--- src/rtl/urisc_core.sv ---
// urisc_core: SUBLEQ processor core with a req/ack memory port.
// Each instruction is three words a, b, c at pc. The core computes
// mem[b] - mem[a], writes it back to mem[b], and branches to c when the
// result is signed <= 0, otherwise falls through to pc+3. A taken branch
// to the instruction's own address halts the core until reset.
//
// Ports:
//   clk, rst       clock, synchronous active-high reset
//   run, step      continuous execution level / single-instruction pulse
//   mem_req/we/addr/wdata  registered memory request, held until mem_ack
//   mem_rdata, mem_ack     memory response, valid when mem_req && mem_ack
//   pc, halted, busy       architectural pc, halt flag, activity flag
//   instr_count    retired-instruction counter (wraps)
//
// state | meaning
// IDLE  | waiting for run or step
// FA    | reading a from mem[pc]
// FB    | reading b from mem[pc+1]
// FC    | reading c from mem[pc+2]
// RA    | reading operand mem[a]
// RB    | reading operand mem[b], result computed on ack
// WB    | writing result to mem[b], pc/counter update on ack
// HALT  | stopped on a halt instruction, left only through rst
module urisc_core #(
  parameter int WIDTH    = 16,
  parameter int ADDR_W   = 8,
  parameter int RESET_PC = 11,
  parameter int CNT_W    = 32
) (
  input  logic              clk,
  input  logic              rst,
  input  logic              run,
  input  logic              step,
  output logic              mem_req,
  output logic              mem_we,
  output logic [ADDR_W-1:0] mem_addr,
  output logic [WIDTH-1:0]  mem_wdata,
  input  logic [WIDTH-1:0]  mem_rdata,
  input  logic              mem_ack,
  output logic [ADDR_W-1:0] pc,
  output logic              halted,
  output logic              busy,
  output logic [CNT_W-1:0]  instr_count
);

  typedef enum logic [2:0] {
    S_IDLE, S_FA, S_FB, S_FC, S_RA, S_RB, S_WB, S_HALT
  } state_t;

  localparam logic [ADDR_W-1:0] RESET_PC_V = ADDR_W'(RESET_PC);

  state_t            state;
  logic [ADDR_W-1:0] a_addr;
  logic [ADDR_W-1:0] b_addr;
  logic [ADDR_W-1:0] c_addr;
  logic [WIDTH-1:0]  opa;
  logic              take;
  logic [WIDTH-1:0]  diff;
  logic [ADDR_W-1:0] pc_next;
  logic              xfer;

  assign xfer    = mem_req && mem_ack;
  assign diff    = mem_rdata - opa;
  assign pc_next = take ? c_addr : pc + ADDR_W'(3);
  assign busy    = (state != S_IDLE) && (state != S_HALT);

  always_ff @(posedge clk) begin
    if (rst) begin
      state       <= S_IDLE;
      pc          <= RESET_PC_V;
      mem_req     <= 1'b0;
      mem_we      <= 1'b0;
      mem_addr    <= '0;
      mem_wdata   <= '0;
      halted      <= 1'b0;
      instr_count <= '0;
      a_addr      <= '0;
      b_addr      <= '0;
      c_addr      <= '0;
      opa         <= '0;
      take        <= 1'b0;
    end else begin
      case (state)
        S_IDLE: begin
          // step is only honoured here; pulses seen while busy are dropped
          if (run || step) begin
            state    <= S_FA;
            mem_req  <= 1'b1;
            mem_we   <= 1'b0;
            mem_addr <= pc;
          end
        end
        S_FA: begin
          if (xfer) begin
            a_addr   <= mem_rdata[ADDR_W-1:0];
            mem_addr <= pc + ADDR_W'(1);
            state    <= S_FB;
          end
        end
        S_FB: begin
          if (xfer) begin
            b_addr   <= mem_rdata[ADDR_W-1:0];
            mem_addr <= pc + ADDR_W'(2);
            state    <= S_FC;
          end
        end
        S_FC: begin
          if (xfer) begin
            c_addr   <= mem_rdata[ADDR_W-1:0];
            mem_addr <= a_addr;
            state    <= S_RA;
          end
        end
        S_RA: begin
          if (xfer) begin
            opa      <= mem_rdata;
            mem_addr <= b_addr;
            state    <= S_RB;
          end
        end
        S_RB: begin
          if (xfer) begin
            // branch decision latched here so WB only needs c and pc
            mem_we    <= 1'b1;
            mem_wdata <= diff;
            take      <= (diff == '0) || diff[WIDTH-1];
            state     <= S_WB;
          end
        end
        S_WB: begin
          if (xfer) begin
            pc          <= pc_next;
            instr_count <= instr_count + CNT_W'(1);
            mem_we      <= 1'b0;
            if (take && (c_addr == pc)) begin
              halted  <= 1'b1;
              mem_req <= 1'b0;
              state   <= S_HALT;
            end else if (run) begin
              mem_addr <= pc_next;
              state    <= S_FA;
            end else begin
              mem_req <= 1'b0;
              state   <= S_IDLE;
            end
          end
        end
        S_HALT: begin
          mem_req <= 1'b0;
        end
        default: begin
          mem_req <= 1'b0;
          state   <= S_IDLE;
        end
      endcase
    end
  end

endmodule

--- config.mk ---
export PLATFORM = sky130hd
export DESIGN_NAME = urisc_core
export DESIGN_NICKNAME = d
export VERILOG_FILES = /design/src/rtl/urisc_core.sv
export SDC_FILE = /design/constraint.sdc
export NUM_CORES = 1
export LEC_CHECK = 0
export ABC_CLOCK_PERIOD_IN_PS = 5000
export CAP_MARGIN = 20
export CORE_ASPECT_RATIO = 0.75
export CORE_MARGIN = 2
export CORE_UTILIZATION = 25
export CTS_CLUSTER_DIAMETER = 150
export CTS_CLUSTER_SIZE = 25
export DETAILED_ROUTE_END_ITERATION = 10
export PLACE_DENSITY = 0.45
export SLEW_MARGIN = 20
export SYNTH_ARGS = -nofsm -noshare
export SYNTH_HDL_FRONTEND = slang
export SYNTH_SLANG_ARGS = --single-unit
--- constraint.sdc ---
create_clock -name clk -period 5 [get_ports clk]
set_input_delay 1 -clock clk [delete_from_list [all_inputs] [get_ports clk]]
set_output_delay 1 -clock clk [all_outputs]
set_load 0.02 [all_outputs]
==> Word level (Yosys, flattened, before mapping) <==
Index checks and enable logic that the tools add are counted.
Widths: inputs -> output; s select.
{ "totals": {"ff_bits": 111, "latchBits": 0, "ramBits": 0, "mem_bits_ro": 0, "inputBits": 21, "word_cells": 89, "mem_count": 0} }
{ "op_classes": {"addsub": 5, "multipliers": 0, "div": 0, "order_cmp": 0, "eq_ne": 19, "shifts": 0, "muxes": 29, "bitwise_logic": 0, "reduce_logical": 23} }
{ "op_table": {"columns": ["operator", "count"], "rows": [
  ["$mux 8", 9],
  ["$pmux 8 s6", 1],
  ["$add 32x1->32 const B", 1],
  ["$mux 3", 8],
  ["$pmux 3 s7", 1],
  ["$ne 2x2->1 const B", 9],
  ["$add 8x2->8 const B", 2],
  ["$logic_not 16->1", 1],
  ["$sub 16x16->16", 1],
  ["$eq 3x3->1 const B", 4],
  ["$reduce_and 2->1", 6],
  ["$reduce_and 9->1", 1],
  ["$reduce_bool 3->1", 3],
  ["$add 8x1->8 const B", 1],
  ["$eq 8x8->1", 1],
  ["$mux 1", 8],
  ["$reduce_and 4->1", 2],
  ["$reduce_and 8->1", 1],
  ["$reduce_bool 7->1", 1],
  ["$eq 3x2->1 const B", 2],
  ["$ne 3x3->1 const B", 2],
  ["$pmux 1 s3", 2],
  ["$reduce_bool 6->1", 1],
  ["$eq 3x1->1 const B", 1],
  ["4 further kinds", 7]
]} }

==> Depth between registers and ports, before layout <==
Gate-level depths: netlist of run 1.
{ "depth": {"word_depth": 6, "mapped_depth": 11} }

==> Least setup slack after synthesis of run 1 <==
No wires, ideal clock.
{ "synth_timing": {"path_type": "input-to-reg", "startpoint": "in mem_rdata[0]", "endpoint": "reg take", "setup_ps": 101, "arrival_ps": 2794, "t_required_ps": 4899, "slack_ps": 2105, "cell_stages": 11, "n_path_buf": 0, "path_cell_list": "inv_1 > ha_1 > fa_1 > nor2b_1 > o31ai_1 > a21boi_1 > a21o_1 > a41oi_1 > xor2_1 > nand4_1 > o41ai_1"} }
{ "synth_between": {"elab_chain_len": 3} }
{ "synth_lines": {"columns": ["item", "line_no", "text"], "rows": [
  ["start: declaration", "38", "input logic [WIDTH-1:0] mem_rdata,"],
  ["$sub 16x16->16 (*)", "63", "assign diff = mem_rdata - opa;"],
  ["$logic_not 16->1", "126", "take <= (diff == '0) || diff[WIDTH-1];"],
  ["$logic_or 1x1->1 (*)", "126", null],
  ["end signal: assignment", "126", null],
  ["end: declaration", "57", "logic take;"]
]} }
Every way passes the cells marked *; elsewhere a longest branch is shown, timed or not.
A chain may end at the register's enable or synchronous reset.

==> Final worst setup path of run 1 <==
Ends and elaborated chain as after synthesis.

==> results of run 1 <==
## layout by cell type (no fill, tap or decap), types with 3 or more instances in the layout
cell type,n
and2_1,3
o221ai_1,4
mux2i_1,21
nor2_1,96
or3_1,3
and3_2,3
ha_1,20
or3_2,3
clkbuf_16,9
inv_1,30
xor2_1,37
nand2_1,126
nor3_1,12
nand2b_1,5
a211oi_1,5
a211o_1,3
nand4_1,11
o22ai_1,6
o211ai_1,11
dfxtp_1,111
nor2b_1,12
and3_1,5
xnor2_1,19
o21ai_0,36
buf_4,7
a21o_1,8
nand3_1,21
a21oi_1,77
clkdlybuf4s50_1,87
nor4_1,3
## cells by family (layout without fill, tap and decap cells)
logic type	Yosys count	in the layout	synth area share, %
AOI/OAI and AO/OA	172	172	17.0
muxes	22	22	3.88
adders and majority gates	21	21	4.51
and+or+nand+nor	322	322	24.8
DFF	111	111	37.1
xor gates and xnor gates	56	56	8.18
buffers and inverters	70	138	4.55
## cell type report
class,instances,area (µm²)
clock buffer,9,225
clock inverter,5,43.8
fill,2606,16400
inverter,30,113
multi-input combinational,593,3510
sequential,111,2220
tap,306,383
timing repair buffer,94,923
## registers in the layout, indices dropped and copies added (netlist names)
| name | cells |
|---|---|
| instr_count | 32 |
| mem_wdata | 16 |
| opa | 16 |
| a_addr | 8 |
| b_addr | 8 |
| c_addr | 8 |
| mem_addr | 8 |
| pc | 8 |
| state | 3 |
| halted | 1 |
| mem_req | 1 |
| mem_we | 1 |
| take | 1 |
## stage by stage
stage | utilization [%] | worst slack, ns | cell area (µm²) | cells
after global routing | 31.2 | 1.35 | 7420 | 1148
final | 31.2 | 1.63 | 7420 | 1148
after global placement | 30.0 | 1.35 | 7150 | 1134
after CTS | 31.2 | 1.63 | 7420 | 1148
after floorplan | - | 2.10 | 6000 | 774
after detailed placement | 30.0 | 1.24 | 7150 | 1134
## worst max-delay path by stage
stage	from	end	slack, ns	depth (start not counted)
after floorplan	mem_rdata[0]	take	2.10	11
after global placement	mem_rdata[0]	take	1.35	12
after detailed placement	mem_rdata[0]	take	1.24	12
after CTS	mem_rdata[0]	take	1.63	12
after global routing	mem_rdata[0]	take	1.35	12
final	mem_rdata[0]	take	1.63	12
## worst register-to-register path: cells and delay by family (launching register included)
family,cells,cell delay (ns)
xor+xnor,1,0.15
buf+inv,1,0.32
simple gates,7,1.73
flops,1,0.60
## per-layer routing
layer | track usage, % | part of all wire [%] | routed length, µm
met3 | 3.11 | 4.3 | 779
met1 | 22.8 | 55 | 9820
met4 | 3.37 | 1.2 | 216
met5 | 0 | 0 | 0
met2 | 19.8 | 40 | 7100
## power by group
part	total, W	internal (W)	switching (W)
Clock	0.000704	0.000340	0.000364
Sequential	0.000916	0.000901	0.0000144
Combinational	0.000305	0.000116	0.000188
==> flow_summary.yaml, run 1 <==
outcome:
  status: "finished clean"
critical_path:
  crit_family: "compound AO/OA/AOI/OAI gates"
  worstPathRequired_ns: 5.27
  crit_arrival_ns: 3.64
  start_kind: "input pin"
  max_stage_delay_ns: 0.53
  worstPathCellList: "clkdlybuf4s50_1 > inv_1 > ha_1 > fa_1 > nor2b_1 > o31ai_1 > a21boi_1 > a21o_1 > a41oi_1 > xor2_1 > nand4_1 > o41ai_1"
  r2r-start: "state[2]"
  cp_slowest_cell: "clkdlybuf4s50_1"
  path_class: "input pin to flip-flop"
  worstSetupEndpointType: "flip-flop"
  r2r_setup_slack_ns: 2.06
  reg2reg_depth: 9
  timing.rr.end: "instr_count[28]"
  cp_num_buf_inv: 2
  cp_max_fo: 4
yosys:
  synth_area_leaders: "dfxtp_1, nand2_1, a21oi_1"
  ys_warn_count: 0
  synthCells: 774
  synth_area_mm2: 0.00600
  synth-edff-count: 0
  ys_seq_area_share_pct: 37.1
  synth.ff_latch_count: 111
  synth_common_cells: "nand2_1, dfxtp_1, nor2_1"
  ys.flop_type: "dfxtp_1"
  syn_nets: 816
  synth_top_area_share_pct: 37.1
  avgSynthCellArea_um2: 7.75
  yosysTopAreaCell: "dfxtp_1"
  synth_most_common_cell: "nand2_1"
  synthArstFlopShare_pct: 0
  yosysUniqueCellTypes: 62
clock_tree:
  cts.repair.resized: 0
  cts-root-buf: "clkbuf_16"
  post_cts_buffers: 0
  clock_latency_ns: 0.37
  htree_levels: 3
  cts_tree: "yes"
  clk_pin_slew_ns: 0.08
  cts_hold_buf: 0
  cts_sinks: 111
  cts_buffers: 9
  clockBufferDepth: 2
detailed_routing:
  drt_first_pass_iters: 5
  antenna_left: 0
  drc: 0
  drtIter0Drc: 314
  num_vias: 5416
  wirelength_um: 17900
  avgRoutedWirePerCell_um: 15.6
  viasPerCell: 4.72
grt:
  antenna_found_initial: 0
  overflow: 0
  grt_pass1_wl_um: 29000
  grt_max_degree: 58
  grt_pass1_vias: 5020
  grt.total_usage_pct: 14.5
sta:
  slew_violations: 0
  whs_ns: 0.455
  slew_headroom_pct: 48.3
  fin_crit_ns: 3.37
  tns_ns: 0
  rsz0062_at_grt: "false"
  worst_pin_slew_ns: 0.773
  finalHoldViolations: 0
  fmax_mhz: 297
  finalClockSkew_ns: 0.0112
  min_period_over_period_pct: 67.4
  setup_viol: 0
floorplanning:
  io-pin-count: 89
  die_h_um: 138
  die_w_um: 183
  initial_core_util_pct: 25.2
  core_mm2: 0.0238
  die_area_mm2: 0.0253
  rows: 49
placement:
  place.gp.congestion: 0.828
  hpwl_um: 13100
  portBuffers: 88
worst_hold_path:
  whs_endpoint: "opa[7]"
  min_path_cells: 2
  hold_path_class: "flip-flop to flip-flop"
  hold_start: "opa[7]"
cells_and_area:
  antenna_cells: 0
  nNetsFinal: 881
  syn_to_final_growth_pct: 23.7
  drive_gt1_share_pct: 4.87
power_and_ir_drop:
  ir_drop_mv: 0.173
  p_leak_nw: 2.65
  finalPower_w: 0.00192
  p_per_area_mw_per_mm2: 259
run:
  drv_cap: 0
Note: power is estimated with default switching activity, not from simulation.
==> inputs of run 2 (changes only) <==
- ABC_CLOCK_PERIOD_IN_PS: 5000 -> 3300
- clock period: 5 -> 3.3 ns (I/O delays scaled with it)
==> run 2 against run 1 <==
Wire length grew 2.5%. Sequential share of layout area down 1.0 points. Clock power grew 65%. Non-clock buffer count is 31 higher. First-iteration DRC count increased by 2.2%. Clock-buffer cell count grew 1. Clock skew increased by 0.0022 ns. Die area is the same.
==> flow_summary.yaml, run 2 (synthesis gave the netlist of run 1 again) <==
outcome:
  status: "finished clean"
critical_path:
  path_class: "input pin to flip-flop"
  crit_arrival_ns: 3.27
  worstSetupEndpointType: "flip-flop"
  r2r_setup_slack_ns: 0.86
  cp_max_fo: 2
  max_stage_delay_ns: 0.52
  worstPathCellList: "clkdlybuf4s50_1 > inv_1 > ha_1 > fa_1 > nor2b_1 > o21ai_0 > o22ai_1 > nor2_1 > xnor2_1 > nor4_1 > nand4_1 > o41ai_1"
  worstPathRequired_ns: 3.56
  start_kind: "input pin"
  cp_slowest_cell: "clkdlybuf4s50_1"
  reg2reg_depth: 10
placement:
  placed_cells: 1165
  dp_slack_ns: -0.0673
  hpwl_um: 13800
  portBuffers: 88
  place.gp.congestion: 0.787
  dpl-instance-area_mm2: 0.00738
grt:
  overflow: 0
  grt.total_usage_pct: 14.6
  grt_max_degree: 62
  grt_pass1_wl_um: 29300
  antenna_found_initial: 0
  grt_pass1_vias: 5100
cells_and_area:
  fin_area_mm2: 0.00768
  syn_to_final_growth_pct: 28.1
  final_common_cell: "nand2_1"
  antenna_cells: 0
  final_cell_mix: "nand2_1, dfxtp_1, nor2_1"
  fin_util_pct: 32.3
  instances_no_fill: 1180
  largest_register_ffs: 32
  nNetsFinal: 912
  top_regs: "instr_count x32, mem_wdata x16, opa x16"
  regMostFlops: "instr_count"
  drive_gt1_share_pct: 8.35
clock_tree:
  cts_buffers: 9
  cts_hold_buf: 0
  clockBufferDepth: 2
  cts_tree: "yes"
  cts.repair.resized: 0
  cts-root-buf: "clkbuf_16"
  cts_sinks: 111
  htree_levels: 3
  clk_pin_slew_ns: 0.08
  post_cts_buffers: 0
  clock_latency_ns: 0.36
sta:
  setup_slack_ns: 0.290
  slew_headroom_pct: 52.8
  slew_violations: 0
  fin_crit_ns: 3.01
  setup_viol: 0
  whs_ns: 0.457
  finalClockSkew_ns: 0.0134
  finalHoldViolations: 0
  fmax_mhz: 332
  min_period_over_period_pct: 91.2
  worst_pin_slew_ns: 0.706
  rsz0062_at_grt: "false"
run:
  drv_cap: 0
worst_hold_path:
  hold_path_class: "flip-flop to flip-flop"
  min_path_cells: 2
floorplanning:
  die_h_um: 138
  initial_core_util_pct: 25.2
  core_mm2: 0.0238
  die_w_um: 183
  die_area_mm2: 0.0253
  io-pin-count: 89
  rows: 49
detailed_routing:
  viasPerCell: 4.64
  drt_first_pass_iters: 4
  avgRoutedWirePerCell_um: 15.6
  drc: 0
  drtIter0Drc: 321
  wirelength_um: 18400
  antenna_left: 0
  num_vias: 5477
power_and_ir_drop:
  ir_drop_mv: 0.259
  p_leak_nw: 2.82
  p_per_area_mw_per_mm2: 395
==> run 2: cell types whose count changed in the layout (fill, tap and decap cells not counted), sizes merged <==
cell / before / now
clkbuf: 9 / 10
buf: 7 / 38
clkinvlp: 2 / 0
clkinv: 1 / 2
bufinv: 0 / 1
==> run 2: where the power goes <==
group / internal [W] / switching [W] / total, W
combinational: 0.000200 / 0.000293 / 0.000494
sequential: 0.00137 / 0.0000232 / 0.00139
clock: 0.000615 / 0.000540 / 0.00116
total: 0.00218 / 0.000857 / 0.00304
==> run 2: critical path: cells and delay by family <==
kind	cells	cell delay, ns
AOI/OAI and AO/OA	3	0.58
adders and majority gates	2	0.63
buffers and inverters	2	0.60
and+or+nand+nor	4	0.63
xor gates and xnor gates	1	0.18
==> run 2: path summary, 6_finish.rpt <==
path,from,end
worst max register to register,opa[0],take
worst min register to register,opa[13],opa[13]
worst min-delay path,opa[13],opa[13]
worst max-delay path,mem_rdata[0],take
==> run 2: final cells by class <==
class                   instances  area [µm²]
clock buffers                  10         239
clock inverters                 5        65.1
fillers                      2552       16100
inverters                      30         113
multi-input cells             593        3510
flip-flops and latches        111        2220
well taps                     306         383
repair buffers                125        1160
==> run 2: routing by layer <==
layer  track usage [%]  wire [µm]  vias up
li1                  -          -     2842
met1              23.1       9940     2533
met2              20.1       7440       96
met3              3.27        867        6
met4              2.53        113        0
met5                 0          0        -
==> run 2: per-stage QoR <==
stage                     total power [W]  TNS (ns)
after CTS                         0.00309         0
after detailed placement          0.00191   -0.0673
after floorplan                   0.00170         0
after global placement            0.00191         0
final                             0.00304         0
after global routing              0.00320         0
==> inputs of run 3 (changes only) <==
- DONT_BUFFER_PORTS: unset -> 1
- PLACE_DENSITY: 0.45 -> 0.4
==> run 3 against run 2 <==
Maximum frequency grew 15%. Flip-flop and latch count did not move. Die area is the same. Non-clock buffer count is 105 lower. Largest cell class unchanged. Highest routed layer unchanged. Largest power group unchanged. Utilization fell by 4.3 points. Wire length barely moved. First-iteration DRC count shrank 14%. Sequential power about the same. Via count down 5.9%.
==> flow_summary.yaml, run 3 (synthesis gave the netlist of run 1 again) <==
cells_and_area:
  instances_no_fill: 1074
  n_fill_cell: 2622
  drive_gt1_share_pct: 7.03
  syn_to_final_growth_pct: 11.2
  nNetsFinal: 807
  final_common_cell: "nand2_1"
  multiInputGateArea_mm2: 0.00351
  largest_register_ffs: 32
  top_regs: "instr_count x32, mem_wdata x16, opa x16"
  regMostFlops: "instr_count"
  fin_area_mm2: 0.00667
  antenna_cells: 0
  ff_latch_area_mm2: 0.00222
  final_cell_mix: "nand2_1, dfxtp_1, nor2_1"
sta:
  fin_crit_ns: 2.61
  setup_viol: 0
  whs_ns: 0.354
  finalHoldViolations: 0
  worst_pin_slew_ns: 0.665
  finalClockSkew_ns: 0.0112
  min_period_over_period_pct: 79.1
  slew_headroom_pct: 55.3
  slew_violations: 0
  tns_ns: 0
  rsz0062_at_grt: "false"
  fmax_mhz: 383
detailed_routing:
  drc: 0
  antenna_left: 0
  drtIter0Drc: 277
  viasPerCell: 4.80
  wirelength_um: 18400
  avgRoutedWirePerCell_um: 17.1
  num_vias: 5154
  drt_first_pass_iters: 5
grt:
  use_met1_pct: 22.3
  grt_max_degree: 113
  grt_pass1_vias: 4930
  grt.total_usage_pct: 14.8
  grt_most_used_layer: "met1"
  grt_pass1_wl_um: 29000
  use_met3_pct: 4.06
  met2_usage_pct: 20.5
  overflow: 0
  antenna_found_initial: 0
critical_path:
  crit_arrival_ns: 2.91
  worstPathRequired_ns: 3.60
  path_class: "flip-flop to flip-flop"
  r2r-start: "state[2]"
  startpoint: "state[2]"
  start_kind: "flip-flop"
  cp_slowest_cell: "dfxtp_1"
  cp_max_fo: 11
  crit_family: "simple AND/OR/NAND/NOR gates"
  worstPathCellList: "nor2b_1 > nand4_1 > nor4_2 > nand2b_1 > nor2_2 > nand3_1 > xor2_1 > nor2_1"
  max_stage_delay_ns: 0.54
  cp_num_buf_inv: 0
  worstSetupEndpointType: "flip-flop"
placement:
  hpwl_um: 13600
  placed_cells: 1060
  dpl-instance-area_mm2: 0.00637
  place.gp.congestion: 0.799
  portBuffers: 0
power_and_ir_drop:
  seqPwrFrac_pct: 48.8
  ir_drop_mv: 0.253
  p_int_w: 0.00209
  p_leak_nw: 2.43
  power.share.clock_pct: 39.4
  switching_share_pct: 28.1
  comb_power_share_pct: 11.8
  p_per_area_mw_per_mm2: 435
  p_sw_w: 0.000816
floorplanning:
  core_mm2: 0.0238
  die_h_um: 138
  initial_core_util_pct: 25.2
  io-pin-count: 89
  rows: 49
  die_w_um: 183
  die_area_mm2: 0.0253
clock_tree:
  clk_pin_slew_ns: 0.08
  post_cts_buffers: 0
  clock_latency_ns: 0.36
  clockBufferDepth: 2
  cts_hold_buf: 0
  cts_sinks: 111
  htree_levels: 3
  cts_buffers: 9
  cts.repair.resized: 0
  cts_tree: "yes"
  cts-root-buf: "clkbuf_16"
outcome:
  status: "finished clean"
worst_hold_path:
  hold_path_class: "input pin to flip-flop"
  hold_start: "rst"
run:
  drv_cap: 0
-- run 3: through the flow --
stage                     total power, W  utilization [%]  setup slack (ns)
after global routing             0.00305             28.0             0.419
final                            0.00290             28.0             0.689
after floorplan                  0.00170                -             0.745
after detailed placement         0.00179             26.8             0.477
after global placement           0.00179             26.8             0.526
after CTS                        0.00296             28.0             0.695
-- run 3: power groups by stage --
| stage | clock (W) | sequential, W | combinational [W] |
|---|---|---|---|
| 4_1_cts | 0.00120 | 0.00142 | 0.000340 |
| 3_5_place_dp | 0 | 0.00145 | 0.000339 |
| 6_report | 0.00114 | 0.00142 | 0.000342 |
| 3_3_place_gp | 0 | 0.00145 | 0.000344 |
| 5_1_grt | 0.00126 | 0.00142 | 0.000378 |
| 2_1_floorplan | 0 | 0.00144 | 0.000264 |
-- run 3: area by class of cell --
class / count / area share [%]
Timing Repair Buffer: 20 / 2.25
Tap cell: 306 / 5.74
Clock buffer: 9 / 3.38
Inverter: 30 / 1.69
Sequential cell: 111 / 33.3
Clock inverter: 5 / 1.01
Multi-Input combinational cell: 593 / 52.6
-- run 3: path summary, 6_finish.rpt --
kind	slack (ns)	cells past startpoint	end
min reg2reg	0.45	2	opa[9]
max reg2reg	0.69	8	instr_count[31]
max	0.69	8	instr_count[31]
min	0.35	1	mem_wdata[11]
-- run 3: per-layer routing --
metal / routed length, µm / up-vias
met5: 0 / -
met4: 208 / 0
met2: 7300 / 89
met3: 1060 / 14
met1: 9790 / 2414
li1: - / 2637
==> patch 1 (settings of run 2) <==
Change the parameter `RESET_PC` from 11 to 5.
--- a/src/rtl/urisc_core.sv
+++ b/src/rtl/urisc_core.sv
@@ -26,3 +26,3 @@
   parameter int ADDR_W   = 8,
-  parameter int RESET_PC = 11,
+  parameter int RESET_PC = 5,
   parameter int CNT_W    = 32
Formal check against the unedited RTL: not equivalent (a bounded check fails within 4 cycles, from zero or initial values and one cycle with rst high).
==> patch 1 against run 2 <==
- register-to-register slack got worse by 0.37 ns
- setup slack got worse by 0.044 ns
- count of clock-buffer cells in the layout decreased by 1
- sequential power about the same
- wire length decreased by 2.9%
- design area increased by 0.39%
- sequential share of layout area decreased by 0.11 points
- via count increased by 0.20%
- total power decreased by 2.1%
- first-iteration DRC count increased by 0.93%
- sequential cell count unchanged
- area after synthesis increased by 0.13%
- largest cell class unchanged
- highest routed layer unchanged
==> patch 1: results (changes against run 2) <==
| Metric | Value |
|---|---|
| Vias per cell | 4.69 (+0.97%) |
| Lkg Pwr | 2.82 nW (-0.16%) |
| Worst reg2reg setup slack | 0.49 ns (-0.37 ns) |
| Dpl hpwl | 13200 microns (-4.6%) |
| Max Fanout on Critical Path | 3 (+1) |
| Top Family by Delay on Critical Path | compound AO/OA/AOI/OAI gates |
| Largest net degree at the start of global routing | 76 (+23%) |
| Fin nets | 902 (-1.1%) |
| Gpl congestion | 0.814 (+3.5%) |
| Synth Area in XOR/XNOR | 8.46% (+0.28 points) |
| Register area share after synthesis | 37.0% (-0.046 points) |
| Vias in the first global route | 5119 (+0.37%) |
| Status | finished, final reports clean |
| R2r startpoint | state[0]$_SDFFE_PP0P_ |
| Filler cell count | 2538 (-0.55%) |
| Complex-gate fraction of the synthesized area | 16.3% (-0.77 points) |
| Drt initial violations | 324 (+0.93%) |
| Hold path start | opa[7]$_SDFFE_PP0P_ |
| CP arrival | 3.36 ns (+0.09 ns) |
| Max incr delay on CP | 0.49 ns (-0.03 ns) |
| Mux cell area share after synthesis | 4.67% (+0.79 points) |
| Hold Path End | opa[7]$_SDFFE_PP0P_ |
| Worst r2r path cells | 5 (-5) |
| Reg2reg end | mem_addr[7]$_SDFFE_PP0P_ |
| Distinct cells, synth | 68 (+9.7%) |
==> patch 1: worst min-delay path, stage by stage, from the launching register on <==
cell and delay (ns):
dfxtp_1 0.31, nand2_1 0.05, a21oi_1 0.05
==> patch 1: through the flow <==
step | area (sq um) | setup slack, ns | std cells | hold slack (ns) | utilization (%)
floorplan | 6000 | 0.614 | 763 | 0.436 | -
global placement | 7410 | -0.106 | 1154 | 0.444 | 31.1
detailed placement | 7410 | -0.210 | 1154 | 0.449 | 31.1
CTS | 7700 | 0.163 | 1170 | 0.461 | 32.4
global route | 7710 | 0.0293 | 1171 | 0.472 | 32.4
finish | 7710 | 0.246 | 1171 | 0.458 | 32.4
==> patch 1: report_power, final <==
group | internal [W] | total [W] | switching [W]
clock | 0.000542 | 0.00113 | 0.000585
sequential | 0.00136 | 0.00139 | 0.0000261
combinational | 0.000195 | 0.000455 | 0.000260
total | 0.00210 | 0.00297 | 0.000872
==> patch 1: per-layer routing <==
| metal | wire, microns | global-route usage (%) | vias to the layer above | part of all wire (%) |
|---|---|---|---|---|
| met5 | 0 | 0 | - | 0 |
| met4 | 145 | 3.28 | 0 | 0.81 |
| met3 | 581 | 2.98 | 10 | 3.3 |
| met2 | 7220 | 19.9 | 82 | 41 |
| met1 | 9870 | 22.4 | 2571 | 55 |
| li1 | - | - | 2825 | - |
==> patch 1: kinds of logic (layout without fill, tap and decap cells) <==
group | count (synthesis) | after routing
adder cells (fa/ha/maj) | 21 | 21
AND/OR/NAND/NOR | 314 | 314
multiplexers | 28 | 28
AO/OA/AOI/OAI | 161 | 161
flip-flops | 111 | 111
XOR/XNOR | 58 | 58
buffers and inverters | 70 | 172
==> patch 1: repair_timing <==
item,4_1_cts,5_1_grt
resized for setup,0,1
setup endpoints to repair,0,1
buffers inserted,0,1
==> patch 1: cell type report <==
type | instances | area, sq um | share of cell area [%]
clock buffers | 9 | 225 | 2.92
flip-flops and latches | 111 | 2220 | 28.8
repair buffers | 127 | 1180 | 15.3
inverters | 29 | 109 | 1.41
clock inverters | 7 | 71.3 | 0.924
multi-input cells | 582 | 3520 | 45.6
well taps | 306 | 383 | 4.96
==> patch 1: how the worst max path moves through the flow <==
stage                        end  slack (ns)
6_report       take$_SDFFE_PP0P_        0.25
5_1_grt        take$_SDFFE_PP0P_        0.03
4_1_cts        take$_SDFFE_PP0P_        0.16
3_5_place_dp   take$_SDFFE_PP0P_       -0.21
3_3_place_gp   take$_SDFFE_PP0P_       -0.11
2_1_floorplan  take$_SDFFE_PP0P_        0.61
==> patch 2 (settings of run 2) <==
Without the edit above. Encoding of `state_t`: now one-hot (8 bits for 8 states).
--- a/src/rtl/urisc_core.sv
+++ b/src/rtl/urisc_core.sv
@@ -45,4 +45,4 @@
 
-  typedef enum logic [2:0] {
-    S_IDLE, S_FA, S_FB, S_FC, S_RA, S_RB, S_WB, S_HALT
+  typedef enum logic [7:0] {
+    S_IDLE = 8'b00000001, S_FA = 8'b00000010, S_FB = 8'b00000100, S_FC = 8'b00001000, S_RA = 8'b00010000, S_RB = 8'b00100000, S_WB = 8'b01000000, S_HALT = 8'b10000000
   } state_t;
Check against the original RTL: same outputs for any inputs over 4 cycles, from zero or initial values and one cycle with rst high; so few cycles prove little.
==> patch 2 against run 2 <==
- setup slack gained 0.0017 ns
- area after synthesis grew 0.77%
- sequential power grew 12%
- wire length grew 2.3%
- final cell count is the same
- sequential cell count grew 5
- design area grew 4.9%
- clock skew shrank 0.0020 ns
- via count grew 2.7%
- total power grew 47%
- non-clock buffer count grew 5
- critical path type unchanged
- critical endpoint unchanged
- largest cell class unchanged
- largest power group is now the clock network
- highest routed layer unchanged
==> patch 2: results (changes against run 2) <==
| Metric | Value |
|---|---|
| Syn Inst Count | 756 (-2.3%) |
| First-pass GRT wire length | 30200 microns (+3.0%) |
| Slew HR | 40.5% (-12 points) |
| Top FF cell, synth | dfxtp_1 |
| Slowest CP cell | clkdlybuf4s50_1 |
| Top Family by Delay on Critical Path | compound AO/OA/AOI/OAI gates |
| Final min period | 3.01 ns (-0.00173 ns) |
| Fin nets | 904 (-0.88%) |
| Port Buffer Count | 88 (unchanged) |
| Synth area leaders | dfxtp_1, nand2_1, a21oi_1 |
| Hold path start | opa[14]$_SDFFE_PP0P_ |
| Status | finished, final reports clean |
| Max incr delay on CP | 0.42 ns (-0.10 ns) |
| Hold Path End | opa[14]$_SDFFE_PP0P_ |
| Drt first pass iters | 5 (+1) |
| Worst slack at placement | -0.267 ns (-0.199 ns) |
| Clk_skew | 0.0114 ns (-0.00198 ns) |
| Clk_lat worst skew | 0.42 ns (+0.06 ns) |
| Reg2reg end | a_addr[2]$_SDFFE_PP0P_ |
| CTS Buf Count | 17 (+8) |
| Gpl congestion | 0.802 (+1.9%) |
| Vias in the first global route | 5372 (+5.3%) |
| Filler cell count | 2526 (-1.0%) |
| Longest Clk Path Bufs | 2 (unchanged) |
| # placed instances | 1149 (-1.4%) |
| Hold WC Path Type | flop to flop |
| Distinct cells, synth | 60 (-3.2%) |
| Max Fanout on Critical Path | 3 (+1) |
| Clock transition at path regs | 0.06 ns (-0.02 ns) |
| CP arrival | 3.32 ns (+0.05 ns) |
| Routed WL per cell | 15.9 microns (+2.3%) |
| Layout cells sized above 1 | 10.3% (+1.9 points) |
| Post-synthesis net count | 798 (-2.2%) |
| Number of setup buffers added after CTS | 0 (unchanged) |
| Lkg Pwr | 2.80 nW (-0.97%) |
| Largest net degree at the start of global routing | 79 (+27%) |
| Global Route Usage Sum | 15.1% (+0.53 points) |
| Final instance count without filler cells | 1180 (unchanged) |
| Via count | 5627 (+2.7%) |
| EDFF count, synth | 0 (unchanged) |
| Syn. warnings | 0 (unchanged) |
| Ys async rst share | 0% (unchanged) |
| Register area share after synthesis | 38.4% (+1.4 points) |
| Drt initial violations | 378 (+18%) |
| Top flop regs | instr_count x32, mem_wdata x16, opa x16 |
| H-tree depth | 4 (+1) |
| Worst reg2reg setup slack | 0.63 ns (-0.23 ns) |
| Min-Delay Path Depth | 2 (unchanged) |
| Initial antenna violation count | 0 (unchanged) |
| Worst r2r path cells | 5 (-5) |
| CTS root buf | clkbuf_16 |
| Ant diodes | 0 (unchanged) |
| Synth cell count leaders | nand2_1, dfxtp_1, nor2_1, a21oi_1, clkbuf_1 |
| Post-CTS Resized | 0 (unchanged) |
| Dpl hpwl | 13600 microns (-1.4%) |
| Worst Setup SP | mem_rdata[0] |
| R2r startpoint | state[4]$_SDFFE_PP0P_ |
| Worst vdd ir | 0.340 mV (+32%) |
-- patch 2: changes by cell type after synthesis, moves of 8 or more --
cell,change
mux2i_1,-10
nand2_1,-8
nand3_1,+9
nor2_1,-11
o211ai_1,-9
o21ai_0,-14
xnor2_1,+10
xor2_1,-10
-- patch 2: worst max path at each step --
stage,cells after the start,end
after global placement,12,take$_SDFFE_PP0P_
after global routing,12,take$_SDFFE_PP0P_
after floorplan,11,take$_SDFFE_PP0P_
after detailed placement,12,take$_SDFFE_PP0P_
after CTS,12,take$_SDFFE_PP0P_
final,12,take$_SDFFE_PP0P_
-- patch 2: cell families after synthesis --
kind of cell	share of synthesized area [%]
xor gates and xnor gates	8.12
buffers and inverters	4.89
DFF	38.4
adders and majority gates	4.47
and+or+nand+nor	24.7
AOI/OAI and AO/OA	17.6
muxes	1.82
-- patch 2: stage by stage --
stage / utilization (%) / TNS, ns / hold WS (ns) / cell area, sq um
3_3_place_gp: 31.2 / -0.595 / 0.443 / 7440
5_1_grt: 33.8 / 0 / 0.477 / 8060
2_1_floorplan: - / 0 / 0.436 / 6040
6_report: 33.8 / 0 / 0.453 / 8060
4_1_cts: 33.8 / 0 / 0.456 / 8060
3_5_place_dp: 31.2 / -0.617 / 0.447 / 7440
-- patch 2: worst register-to-register path, stage by stage (launching register included) --
cell and delay [ns]:
dfxtp_1 0.40, nor4_1 0.53, nand4_1 0.57, nor2_2 0.71, mux2i_1 0.25, nor2_1 0.05
-- patch 2: layout make-up --
cell class,instances,area (sq um),area share [%]
Inverter,29,109,1.35
Sequential cell,116,2320,28.8
Tap cell,306,383,4.75
Multi-Input combinational cell,568,3440,42.6
Clock inverter,9,153,1.89
Timing Repair Buffer,130,1190,14.8
Clock buffer,22,464,5.76
-- patch 2: per-layer routing --
| metal | GRT usage, % | wire, microns |
|---|---|---|
| met1 | 23.5 | 10300 |
| met2 | 20.2 | 7370 |
| met3 | 3.62 | 994 |
| met4 | 4.38 | 167 |
| met5 | 0 | 0 |
-- patch 2: power by group --
group          total, W  internal [W]  switching (W)
registers       0.00155       0.00148      0.0000724
logic          0.000937      0.000406       0.000530
clock network   0.00197       0.00130       0.000670
total           0.00445       0.00318        0.00127
